### config.mk
export PLATFORM = sky130hd
export DESIGN_NAME = serial_adder_4bit
export DESIGN_NICKNAME = d
export VERILOG_FILES = /design/src/rtl/serial_adder_4bit.sv
export SDC_FILE = /design/constraint.sdc
export NUM_CORES = 1
export LEC_CHECK = 0
export ABC_AREA = 1
export CAP_MARGIN = 10
export CORE_MARGIN = 4
export CORE_UTILIZATION = 50
export CTS_CLUSTER_SIZE = 30
export DETAILED_ROUTE_END_ITERATION = 8
export HOLD_SLACK_MARGIN = 0.1
export PLACE_DENSITY = 0.87
export SLEW_MARGIN = 20
export SYNTH_ARGS = -nofsm -noshare
export SYNTH_HDL_FRONTEND = slang
export SYNTH_SLANG_ARGS = --single-unit
### constraint.sdc
create_clock -name clk -period 3.1 [get_ports clk]
set_input_delay 0.62 -clock clk [delete_from_list [all_inputs] [get_ports clk]]
set_output_delay 0.62 -clock clk [all_outputs]
set_load 0.01 [all_outputs]
### src/rtl/serial_adder_4bit.sv
// serial_adder_4bit
//
// Bit-serial ripple adder. Computes {Cout, Sum} = A + B + Cin over WIDTH clocks, LSB first,
// using a single full-adder cell and a carry flop. A start/busy/done handshake lets it sit
// behind a register file or control FSM.
//
// Parameters
//   WIDTH  operand/result width in bits (legal 2..16)
//
// Ports
//   clk    in   rising-edge clock
//   rst_n  in   asynchronous active-low reset
//   start  in   request, sampled only while idle
//   A, B   in   operands, captured when start is accepted
//   Cin    in   carry-in, captured when start is accepted
//   busy   out  high while bits are being shifted through the adder cell
//   done   out  one-cycle pulse, Sum/Cout valid
//   Sum    out  result, held until the next operation completes
//   Cout   out  carry out of the MSB, held like Sum
//   Ovf    out  two's-complement overflow (only when SERIAL_ADD_OVF_EN is defined)
//
// Build option
//   SERIAL_ADD_OVF_EN  adds the Ovf output and its register.

module serial_adder_4bit #(
    parameter int unsigned WIDTH = 4
) (
    input  logic             clk,
    input  logic             rst_n,
    input  logic             start,
    input  logic [WIDTH-1:0] A,
    input  logic [WIDTH-1:0] B,
    input  logic             Cin,
    output logic             busy,
    output logic             done,
    output logic [WIDTH-1:0] Sum,
    output logic             Cout
`ifdef SERIAL_ADD_OVF_EN
    ,
    output logic             Ovf
`endif
);

    localparam int unsigned CW = $clog2(WIDTH);

    typedef enum logic [1:0] {
        StIdle,
        StShift,
        StDone
    } state_e;

    state_e r_state;
    state_e w_state_next;

    logic [WIDTH-1:0] r_a;
    logic [WIDTH-1:0] r_b;
    logic [WIDTH-1:0] r_res;
    logic             r_carry;
    logic [CW-1:0]    r_cnt;
    logic [WIDTH-1:0] r_sum;
    logic             r_cout;

    logic             w_sum_bit;
    logic             w_carry_next;
    logic             w_last;
    logic [WIDTH-1:0] w_res_next;

    // Single full-adder cell operating on the current LSBs.
    assign w_sum_bit    = r_a[0] ^ r_b[0] ^ r_carry;
    assign w_carry_next = (r_a[0] & r_b[0]) | (r_a[0] & r_carry) | (r_b[0] & r_carry);
    assign w_last       = (r_cnt == CW'(WIDTH - 1));
    // Sum bits enter at the MSB so after WIDTH shifts bit 0 has reached position 0.
    assign w_res_next   = {w_sum_bit, r_res[WIDTH-1:1]};

    // State register
    always_ff @(posedge clk or negedge rst_n) begin
        if (!rst_n) begin
            r_state <= StIdle;
        end else begin
            r_state <= w_state_next;
        end
    end

    // Next-state logic
    always_comb begin
        w_state_next = r_state;
        unique case (r_state)
            StIdle:  if (start) w_state_next = StShift;
            StShift: if (w_last) w_state_next = StDone;
            StDone:  w_state_next = StIdle;
            default: w_state_next = StIdle;
        endcase
    end

    // Output decode
    always_comb begin
        busy = 1'b0;
        done = 1'b0;
        unique case (r_state)
            StShift: busy = 1'b1;
            StDone:  done = 1'b1;
            default: begin
                busy = 1'b0;
                done = 1'b0;
            end
        endcase
    end

    // Datapath: operand shift registers, carry, bit counter and held result
    always_ff @(posedge clk or negedge rst_n) begin
        if (!rst_n) begin
            r_a     <= '0;
            r_b     <= '0;
            r_res   <= '0;
            r_carry <= 1'b0;
            r_cnt   <= '0;
            r_sum   <= '0;
            r_cout  <= 1'b0;
        end else if (r_state == StIdle) begin
            if (start) begin
                r_a     <= A;
                r_b     <= B;
                r_carry <= Cin;
                r_cnt   <= '0;
            end
        end else if (r_state == StShift) begin
            r_a     <= r_a >> 1;
            r_b     <= r_b >> 1;
            r_carry <= w_carry_next;
            r_res   <= w_res_next;
            r_cnt   <= r_cnt + CW'(1);
            if (w_last) begin
                r_sum  <= w_res_next;
                r_cout <= w_carry_next;
            end
        end
    end

`ifdef SERIAL_ADD_OVF_EN
    logic r_ovf;

    // On the last bit r_carry is the carry into the MSB.
    always_ff @(posedge clk or negedge rst_n) begin
        if (!rst_n) begin
            r_ovf <= 1'b0;
        end else if (r_state == StShift && w_last) begin
            r_ovf <= r_carry ^ w_carry_next;
        end
    end

    assign Ovf = r_ovf;
`endif

    assign Sum  = r_sum;
    assign Cout = r_cout;

endmodule

==> results.cfg <==
[sta]
fin_crit_sh = 0.779
final_hold_viol_count = 0
rsz0062_at_grt = false
whs_ns = 0.488
finalSetupViolations = 0
slew_violations = 0
tightestPinTransition_ns = 0.889
fin_tns_setup_ns = 0
post-route-min-period_ns = 2.41
timing.clock.skew_ns = 0.00819
max_slew_margin = 0.405
clock.fmax_mhz = 414

[power_and_ir_drop]
vdd_ir_drop_max_v = 0.000575
power.leakage_nw = 0.581
powerDensity_nw_per_um2 = 961

[synthesis]
syn_nets = 121
synthCells = 107
syn_area_um2 = 980
yosys_warnings = 0
syn_avg_cell_area_um2 = 9.16
synth-seq-area-share = 0.536
synth.distinct_cells = 21
synth_seq_cells = 21

[critical_path]
cp.required_ns = 2.48
critPathMaxStageDelay_ns = 0.65
critPathMaxFanout = 18
cp_top_family = buffers and inverters
r2r-start = r_state[0]
worst_ep_arrival_time_ns = 1.79
path_cells = inv_2 > nor2_4 > clkdlybuf4s50_1
criticalPathCategory = register to output port
critPathBufInv = 2
critPathLaunchType = register
end_kind = output port
cp_slowest_cell = dfrtp_1
setup.worst_path.start = r_state[0]

[run]
drv_cap = 0

[placement]
gp_congestion = 0.841
dpl.cell_count = 148
dp_hpwl_um = 1310
portBuffers = 18

[cells_and_area]
final_layout_size_suffix_gt1_frac = 0.157
stdcell_count = 152
fillers = 150
fin_nets = 142
syn2layout_area_growth_pct = 22.7
antenna_cells = 0

[global_route]
antenna_found_initial = 0
overflow = 0
grt_pass1_wl_um = 2970
first_global_vias = 726
grt_max_degree = 22
gr-usage-all-layers = 0.150

[clock_tree]
htree_levels = 1
ctsResizeCount = 0
clk_pin_slew_ns = 0.10
clk_latency_ns = 0.31
cts-root-buf = clkbuf_4
cts_hold_buf = 0
numCtsBuffers = 3
cts_setup_buffers = 0
cts.sinks = 21
clockBufferDepth = 2
cts_tree = done

[route]
avgRoutedWirePerCell_um = 11.3
ant_nets = 0
num_vias = 740
drt_iter0_drc = 14
wirelength_um = 1720
drt_first_pass_iters = 5
viasPerCell = 4.87
drc = 0

[die]
rows = 15
initial_core_util = 0.549
die-width_um = 52.3
core-area_um2 = 1780
die_h_um = 52.3
dieArea_um2 = 2730
num_io_pins = 19

[worst_hold_path]
hold_path.class = register to register
hp-start = Sum[0]

[status]
outcome = completed
Yosys cell counts:
library cell	instances	area [um2]
inv_1	11	41.3
a21oi_4	1	16.3
nand2_1	28	105
a21oi_1	1	5.00
o21ai_1	3	15.0
or2_1	1	6.26
dfrtp_1	21	526
nand2_2	1	6.26
nand3_1	7	35.0
o21ai_0	11	55.1
nand4_1	2	12.5
nor2_1	2	7.51
o21ai_2	2	17.5
buf_2	1	5.00
nor2_4	1	11.3
ha_1	1	12.5
nand2_4	2	22.5
fa_1	1	20.0
inv_2	3	11.3
or2_2	6	37.5
buf_6	1	11.3
per-stage QoR:
step,util,total power [mW],worst slack (ns),area (um2)
6_report,0.674,1.15,0.685,1200
2_1_floorplan,-,0.869,1.68,980
3_3_place_gp,0.659,1.01,1.08,1170
4_1_cts,0.674,1.17,0.675,1200
3_5_place_dp,0.659,1.04,1.03,1170
5_1_grt,0.674,1.26,0.560,1200
cell usage in the layout, fill, tap and decap left out:
master / instances
nor2_1: 2
nand2_4: 2
o21ai_1: 3
ha_1: 1
nand2_2: 1
clkbuf_4: 3
or2_1: 1
nand2_1: 28
or2_2: 6
a21oi_4: 1
o21ai_2: 2
a21oi_1: 1
o21ai_0: 11
nand4_1: 2
inv_2: 3
nor2_4: 1
nand3_1: 7
clkinv_2: 1
inv_1: 11
fa_1: 1
clkdlybuf4s50_1: 18
dfrtp_1: 21
worst reg2reg max path, stage by stage (launching register included):
cell and delay (ns):
dfrtp_1 0.65, nand2_4 0.13, nand2_2 0.25, inv_2 0.14, nand2_1 0.09, nand2_1 0.05
power by group:
| group | total (mW) | switching (mW) | internal, mW |
|---|---|---|---|
| sequential | 0.504 | 0.106 | 0.398 |
| clock | 0.129 | 0.0804 | 0.0482 |
| combinational | 0.522 | 0.287 | 0.236 |
kinds of logic after synthesis:
| family | Yosys count | share of synthesized area |
|---|---|---|
| buffers and inverters | 16 | 0.0702 |
| adders and majority gates | 2 | 0.0332 |
| and+or+nand+nor | 50 | 0.249 |
| AOI/OAI and AO/OA | 18 | 0.111 |
| DFF | 21 | 0.536 |
final cells by class:
type                            instances  area (um2)  area share
Multi-Input combinational cell         70         385       0.321
Tap cell                               25        31.3      0.0260
Sequential cell                        21         526       0.437
Clock buffer                            3        22.5      0.0187
Inverter                               14        52.6      0.0437
Timing Repair Buffer                   18         180       0.150
Clock inverter                          1        5.00     0.00416
state kept, by name (all words and copies together) (netlist names):
signal	flops
r_cnt	2
r_a	4
Cout	1
r_state	2
r_carry	1
r_res	3
Sum	4
r_b	4
path summary, 6_finish.rpt:
| check | end | slack, ns | depth (start not counted) |
|---|---|---|---|
| setup / recovery | busy | 0.69 | 3 |
| hold / removal | Sum[0] | 0.49 | 2 |
| setup reg to reg | r_b[2] | 1.70 | 5 |
| hold reg to reg | Sum[0] | 0.49 | 2 |
| max in group asynchronous | r_cnt[1] | 1.75 | 1 |
| min in group asynchronous | r_res[2] | 0.80 | 1 |
routing by layer:
metal	share of wire	vias up	track usage
li1	-	376	-
met1	0.44	330	0.176
met2	0.46	27	0.245
met3	0.073	7	0.0456
met4	0.024	0	0.0766
met5	0	-	0
No activity file was read; power rests on OpenSTA's default activity.
